<file path="src/rtl/dense_mac_seq.sv">
// Dense-layer sequencer: walks weight ROM and activation buffer neuron by neuron,
// accumulates offset-corrected signed products and emits one sum per neuron via valid/ready.
module dense_mac_seq #(
    parameter int NUM_INPUTS        = 169,
    parameter int NUM_NEURONS       = 3,
    parameter int addressWidthDense = 10,
    parameter int addressWidthAct   = 8,
    parameter int dataWidthDense    = 8,
    parameter int ACC_WIDTH         = 24,
    parameter int offset_ent        = 1,
    localparam int IDX_W = (NUM_NEURONS > 1) ? $clog2(NUM_NEURONS) : 1
) (
    input  logic                         clk,
    input  logic                         rst_n,
    input  logic                         start,
    output logic                         busy,
    output logic                         done,
    output logic                         w_en,
    output logic [addressWidthDense-1:0] w_addr,
    input  logic [dataWidthDense-1:0]    w_data,
    output logic                         a_en,
    output logic [addressWidthAct-1:0]   a_addr,
    input  logic [dataWidthDense-1:0]    a_data,
    output logic                         out_valid,
    input  logic                         out_ready,
    output logic [IDX_W-1:0]             out_idx,
    output logic [ACC_WIDTH-1:0]         out_data
);

    localparam int ACT_W  = dataWidthDense + 2;
    localparam int PROD_W = ACT_W + dataWidthDense;

    typedef enum logic [2:0] {
        S_IDLE,
        S_RUN,
        S_LAST,
        S_OUT,
        S_DONE
    } state_t;

    state_t                       state, state_n;
    logic [addressWidthAct-1:0]   i;
    logic [IDX_W-1:0]             n;
    logic [addressWidthDense-1:0] base;
    logic [ACC_WIDTH-1:0]         acc;
    logic                         pend;

    logic signed [ACT_W-1:0]      act_term;
    logic signed [PROD_W-1:0]     prod;
    logic [ACC_WIDTH-1:0]         prod_ext;
    logic                         last_i;
    logic                         last_n;

    assign last_i = (i == addressWidthAct'(NUM_INPUTS - 1));
    assign last_n = (n == IDX_W'(NUM_NEURONS - 1));

    // Zero-extend the unsigned activation before adding the signed zero-point.
    assign act_term = $signed({2'b00, a_data}) + ACT_W'(offset_ent);
    assign prod     = PROD_W'(act_term) * PROD_W'($signed(w_data));
    assign prod_ext = {{(ACC_WIDTH - PROD_W){prod[PROD_W-1]}}, prod};

    assign busy      = (state != S_IDLE);
    assign done      = (state == S_DONE);
    assign w_en      = (state == S_RUN);
    assign a_en      = (state == S_RUN);
    assign w_addr    = base + addressWidthDense'(i);
    assign a_addr    = i;
    assign out_valid = (state == S_OUT);
    assign out_idx   = n;
    assign out_data  = out_valid ? acc : '0;

    always_ff @(posedge clk or negedge rst_n) begin
        if (!rst_n) begin
            state <= S_IDLE;
        end else begin
            state <= state_n;
        end
    end

    always_comb begin
        state_n = state;
        case (state)
            S_IDLE: if (start) state_n = S_RUN;
            S_RUN:  if (last_i) state_n = S_LAST;
            S_LAST: state_n = S_OUT;
            S_OUT:  if (out_ready) state_n = last_n ? S_DONE : S_RUN;
            S_DONE: state_n = S_IDLE;
            default: state_n = S_IDLE;
        endcase
    end

    // The read issued in the final RUN cycle lands during LAST, so pend covers it.
    always_ff @(posedge clk or negedge rst_n) begin
        if (!rst_n) begin
            i    <= '0;
            n    <= '0;
            base <= '0;
            acc  <= '0;
            pend <= 1'b0;
        end else begin
            pend <= (state == S_RUN);
            if (pend) acc <= acc + prod_ext;
            case (state)
                S_IDLE: begin
                    if (start) begin
                        i    <= '0;
                        n    <= '0;
                        base <= '0;
                        acc  <= '0;
                    end
                end
                S_RUN: begin
                    if (!last_i) i <= i + 1'b1;
                end
                S_OUT: begin
                    if (out_ready && !last_n) begin
                        n    <= n + 1'b1;
                        base <= base + addressWidthDense'(NUM_INPUTS);
                        i    <= '0;
                        acc  <= '0;
                    end
                end
                default: ;
            endcase
        end
    end

endmodule

</file>
<file path="config.mk">
export PLATFORM = sky130hd
export DESIGN_NAME = dense_mac_seq
export DESIGN_NICKNAME = d
export VERILOG_FILES = /design/src/rtl/dense_mac_seq.sv
export SDC_FILE = /design/constraint.sdc
export NUM_CORES = 1
export LEC_CHECK = 0
export CORE_ASPECT_RATIO = 1.2
export CORE_MARGIN = 2
export CORE_UTILIZATION = 23
export CTS_CLUSTER_SIZE = 10
export DETAILED_ROUTE_END_ITERATION = 8
export PLACE_DENSITY = 0.38
export SLEW_MARGIN = 10
export SYNTH_ARGS = -nofsm -noshare
export SYNTH_HDL_FRONTEND = slang
export SYNTH_SLANG_ARGS = --single-unit
</file>
<file path="constraint.sdc">
create_clock -name clk -period 8.3 [get_ports clk]
set_clock_uncertainty 0.05 [all_clocks]
set_input_delay 2.075 -clock clk [delete_from_list [all_inputs] [get_ports clk]]
set_output_delay 2.075 -clock clk [all_outputs]
set_load 0.1 [all_outputs]
</file>
**Yosys cells after proc, flatten, opt, wreduce, memory -nomap -nowiden**

Index checks and enable logic that the tools add are counted.

- Register bits after elaboration: 48
- Input port bits: 20
- Output and inout bits: 49
- Logic and storage cells: 53

- $add $sub $neg: 6
- $mul: 1
- Eq/ne operators: 11
- Multiplexer cells: 20
- Reduce and logical (&&, ||, !) cells: 9

Operators with widths:

| cell | number |
|---|---|
| 24-bit 2-to-1 mux | 4 |
| 24-bit one-hot mux with 2 select lines | 1 |
| 24-bit adder | 1 |
| 8-bit 2-to-1 mux | 3 |
| 8-bit one-hot mux with 3 select lines | 1 |
| 10-bit 2-to-1 mux | 2 |
| 10-bit one-hot mux with 2 select lines | 1 |
| 10-bit by 8-bit multiplier with 18-bit output | 1 |
| 3-bit 2-to-1 mux | 4 |
| 3-bit one-hot mux with 4 select lines | 1 |
| 10-bit by 8-bit adder with 10-bit output | 1 |
| 10-bit by 8-bit adder with 10-bit output, second input constant | 1 |
| 8-bit by 1-bit adder with 9-bit output, second input constant | 1 |
| 8-bit by 1-bit adder with 8-bit output, second input constant | 1 |
| 8-bit equality test, second input constant | 1 |
| 3-bit by 2-bit equality test with 1-bit output, second input constant | 2 |
| 2-bit by 1-bit != test with 1-bit output, second input constant | 3 |
| 3-bit AND reduction | 2 |
| 3-bit nonzero test | 2 |
| 2-bit 2-to-1 mux | 2 |
| 2-bit != test, second input constant | 2 |
| 2-bit one-hot mux with 2 select lines | 1 |
| 4-bit AND reduction | 1 |
| 3-bit by 1-bit equality test with 1-bit output, second input constant | 1 |
| 7 further kinds | 7 |

**Depth between registers and ports, before layout**

- Depth in word-level cells: 6
- Mapped depth: 32
- Depth with buffers taken out: 31

**Least setup slack after synthesis**

No wires, ideal clock.

- Path kind: input port to flip-flop
- From: input port a_data[0]
- To: register acc[23]
- Library setup time: 0.074 ns
- Arrival time: 8.255 ns
- Slack: -0.080 ns
- Stages: 30
- Buffers on the path: 1
- Cells stage by stage: ha_1 nand3_1 nor2_1 xor2_1 nand2_1 fa_1 fa_1 inv_1 fa_1 inv_1 fa_1 inv_1 ha_1 a21oi_1 nor2b_1 o21a_1 o21ai_0 a21oi_1 o31a_1 xor2_1 ha_1 buf_2 a21o_1 a211o_1 a31oi_1 nor2_1 o211ai_2 a211oi_1 or3_1 a21oi_2

- Longest elaborated chain between the ends: 6
- Elaborated cells between the ends (all ways): 7
- Classes of those cells: add/sub: 2; mul: 1; mux: 4

RTL lines:

| what | line | source |
|---|---|---|
| start, declared | 23 | `input logic [dataWidthDense-1:0] a_data,` |
| 8-bit by 1-bit adder with 9-bit output * | 58 | `assign act_term = $signed({2'b00, a_data}) + ACT_W'(offset_ent);` |
| 10-bit by 8-bit multiplier with 18-bit output * | 59 | `assign prod = PROD_W'(act_term) * PROD_W'($signed(w_data));` |
| 24-bit adder * | 102 | `if (pend) acc <= acc + prod_ext;` |
| 24-bit 2-to-1 mux * | 102 |  |
| 24-bit 2-to-1 mux (on tied branches) | 116, 105 |  |
| 24-bit one-hot mux with 2 select lines * | 103 | `case (state)` |
| end signal, assigned | 102 |  |
| end, declared | 45 | `logic [ACC_WIDTH-1:0] acc;` |

Every way passes the cells marked *; elsewhere a longest branch is shown, timed or not.
A chain may end at the register's enable or synchronous reset.

**Worst setup path in the final report**

Ends and elaborated chain as after synthesis.

==> impl_metrics.csv <==
group,metric,value,unit
cells_and_area,syn2layout_area_growth,36.21,%
flow_run,drv_cap,0,
die,die_w,156.4,um
clocking,htreeDepth,2,
synthesis,synth_top_area_share,18.73,%
synthesis,yosysTopAreaCell,"dfrtp_1",
power,p_per_area,453.8,mW/mm^2
routing,via_per_inst,4.482,
worst_setup_path,r2r_slack,5.38,ns
routing,wl_per_cell,14.83,um
placed_design,place_area,0.008312,sq mm
power,p_total,3964,uW
clocking,cts.clk_slew.worst_paths,0.07,ns
cells_and_area,stdcell_area,0.008735,sq mm
synthesis,ys.flop_type,"dfrtp_1",
synthesis,avgSynthCellArea,8.561,sq um
worst_setup_path,cp_num_buf_inv,7,
routing,drc,0,
clocking,cts_sinks,48,
clocking,cts_tree,"done",
sta,min_period,8.038,ns
routing,wirelength,18850,um
worst_setup_path,critPathKind,"in2reg",
sta,final-hold-violation-count,0,
synthesis,synth_cell_types,61,
sta,max_slew_margin,29.04,%
clocking,cts_buffer_depth,2,
worst_setup_path,path_delay_family,"adder cells",
die,boundaryPins,69,
synthesis,yosysWarnings,0,
routing,num_vias,5696,
die,dieArea,0.02924,sq mm
global_route,grt_pass1_wl,32140,um
cells_and_area,fill_cells,2933,
global_route,antenna_found_initial,0,
cells_and_area,diodes,0,
worst_setup_path,start_kind,"input port",
power,peakVddDrop,0.2844,mV
worst_setup_path,crit_required,8.48,ns
worst_setup_path,cp_max_fo,7,
synthesis,synth.ff_latch_count,48,
min_path,holdPathEnd,"acc[16]",
synthesis,synth-async-reset-ratio,100.0,%
cells_and_area,final_nets,1078,
worst_setup_path,cpMaxStageDelayCell,"fa_1",
clocking,cts_buffers,5,
global_route,grt_overflow_total,0,
routing,drt_iter0_drc,102,
die,core_area,0.02725,sq mm
placed_design,dpl.cell_count,1252,
power,leakage,0.004251,uW
global_route,grt_max_degree,49,
worst_setup_path,r2r-start,"acc[0]",
clocking,insertion_delay,0.30,ns
synthesis,yosys-top-cells-area,"dfrtp_1 19%, ha_1 16%, fa_1 14%, inv_1 4.9%, and2_1 4.8%",
routing,drtAntennaViolNets,0,
sta,min_period_over_period,96.85,%
sta,finalSetupViolCount,0,
worst_setup_path,r2r-end,"acc[22]",
clocking,cts_root_buf,"clkbuf_16",
clocking,hold_buffers,0,
min_path,min-delay-start,"acc[16]",
sta,slew_violations,0,
routing,first_pass_iters,4,
die,initial_core_util,23.53,%
status,outcome,"completed",
worst_setup_path,reg2reg_depth,11,
worst_setup_path,critPathArrivalTime,8.22,ns
sta,max_freq,124.4,MHz
synthesis,syn_nets,897,
die,die_h,186.9,um
synthesis,synth_seq_area_share,18.73,%
placed_design,portBuffers,68,
placed_design,gp_congestion,0.8097,
die,rows,66,
global_route,track_usage,13.57,%
placed_design,place_hpwl,15160,um
worst_setup_path,slowest_delay,0.54,ns
cells_and_area,final_cells,1271,
cells_and_area,layout-drive-gt1-share,20.84,%
min_path,hold-path-cell-count,2,
global_route,grt_pass1_vias,6203,
synthesis,synth_cells,749,
sta,worst_slew_pin_slew,1.061,ns
synthesis,synth-edff-count,0,
min_path,hold_class,"reg2reg",
synthesis,netlist_area,0.006412,sq mm
worst_setup_path,end_kind,"register",
-- worst max path at each step --
stage               slack [ns]       from  depth (start not counted)  endpoint
CTS                      0.009  a_data[0]                         30   acc[23]
detailed placement       -0.83  a_data[0]                         30   acc[23]
global route             -0.05  a_data[0]                         36   acc[15]
floorplan                 0.02  a_data[0]                         30   acc[23]
finish                    0.26  a_data[0]                         29   acc[23]
global placement         -0.78  a_data[0]                         30   acc[23]
-- layer usage --
| metal | vias up | part of all wire [%] | GRT usage (%) |
|---|---|---|---|
| li1 | 2883 | - | - |
| met1 | 2718 | 45 | 16.87 |
| met2 | 76 | 50 | 24.67 |
| met3 | 19 | 2.9 | 1.738 |
| met4 | 0 | 1.9 | 3.176 |
| met5 | - | 0 | 0 |
-- layout make-up --
class	count	area, sq um	area share [%]
Clock buffer	5	125.1	1.432
Sequential cell	48	1201	13.75
Multi-Input combinational cell	598	5021	57.48
Timing Repair Buffer	192	1597	18.28
Inverter	85	319.1	3.653
Tap cell	340	425.4	4.870
Clock inverter	3	46.29	0.5300
-- state kept, by name (all words and copies together) (netlist names) --
register,count
pend,1
acc,24
out_idx,2
state,3
base,10
a_addr,8
-- logic make-up (layout without fill, tap and decap cells) --
logic type | Yosys count | count (layout) | share of synthesized area, %
mux | 11 | 11 | 1.756
buf+inv | 103 | 285 | 6.244
xor+xnor | 51 | 51 | 6.966
compound gates | 139 | 139 | 14.42
flops | 48 | 48 | 18.73
fa+ha+maj | 128 | 128 | 30.24
simple gates | 269 | 269 | 21.64
-- tightest hold or removal path: stages (launching register included) --
cell     delay [ns]
dfrtp_1        0.40
nand2_1        0.06
o21ai_0        0.06
-- cells in the final DEF (no fill, tap or decap), types with 5 or more instances in the layout --
master / synthesis / routed
buf_4: 3 / 122
inv_1: 84 / 83
ha_1: 83 / 78
nor2_1: 67 / 63
clkdlybuf4s50_1: 0 / 60
dfrtp_1: 48 / 48
nand2_1: 49 / 46
and2_1: 49 / 46
fa_1: 45 / 41
a21oi_1: 39 / 33
nor2b_1: 29 / 29
xnor2_1: 25 / 25
xor2_1: 26 / 24
o21ai_0: 26 / 22
a21o_1: 17 / 17
nand3_1: 15 / 12
nand2b_1: 12 / 12
nor3_1: 16 / 12
mux2i_1: 9 / 9
o21a_1: 7 / 7
a21oi_2: 2 / 7
or3_1: 6 / 6
a211oi_1: 7 / 6
nand4_1: 5 / 5
a31oi_1: 5 / 5
clkbuf_16: 0 / 5
-- metrics by stage --
step | utilization [%] | worst slack, ns | hold WS (ns) | setup TNS (ns)
after floorplan | - | 0.01625 | 0.4197 | 0
after global placement | 30.50 | -0.7848 | 0.4794 | -5.363
after detailed placement | 30.50 | -0.8348 | 0.4860 | -5.386
after CTS | 31.56 | 0.009380 | 0.5062 | 0
after global routing | 32.05 | -0.04568 | 0.5458 | -0.08336
final | 32.05 | 0.2615 | 0.4986 | 0
-- what timing repair did --
item                       in CTS  in global routing
gates resized for setup        25                 40
setup endpoints to repair       9                 10
gates cloned                    0                  0
setup buffers                   4                  7
pin swaps                      21                 42
-- Yosys cell counts (all sizes together), types with 3 or more instances --
cell type	instances
a211o	3
and4	4
dfrtp	48
o21ai	30
clkbuf	11
and2	49
nor2	67
nand2	49
nand3	15
o2111ai	3
nor2b	29
o21a	7
nand2b	12
a211oi	8
buf	7
and3	4
o31ai	4
mux2i	9
a31oi	6
xnor2	25
nand4	5
xor2	26
nor3	16
a21oi	41
o211ai	3
ha	83
a21o	17
o21bai	4
or3	6
or2	3
inv	84
fa	45
-- power breakdown --
part / internal (uW) / switching [uW]
Combinational: 1540 / 1730
Sequential: 342 / 99.3
Clock: 144 / 106
Total: 2030 / 1930
Power figures use the tool's default switching activity.
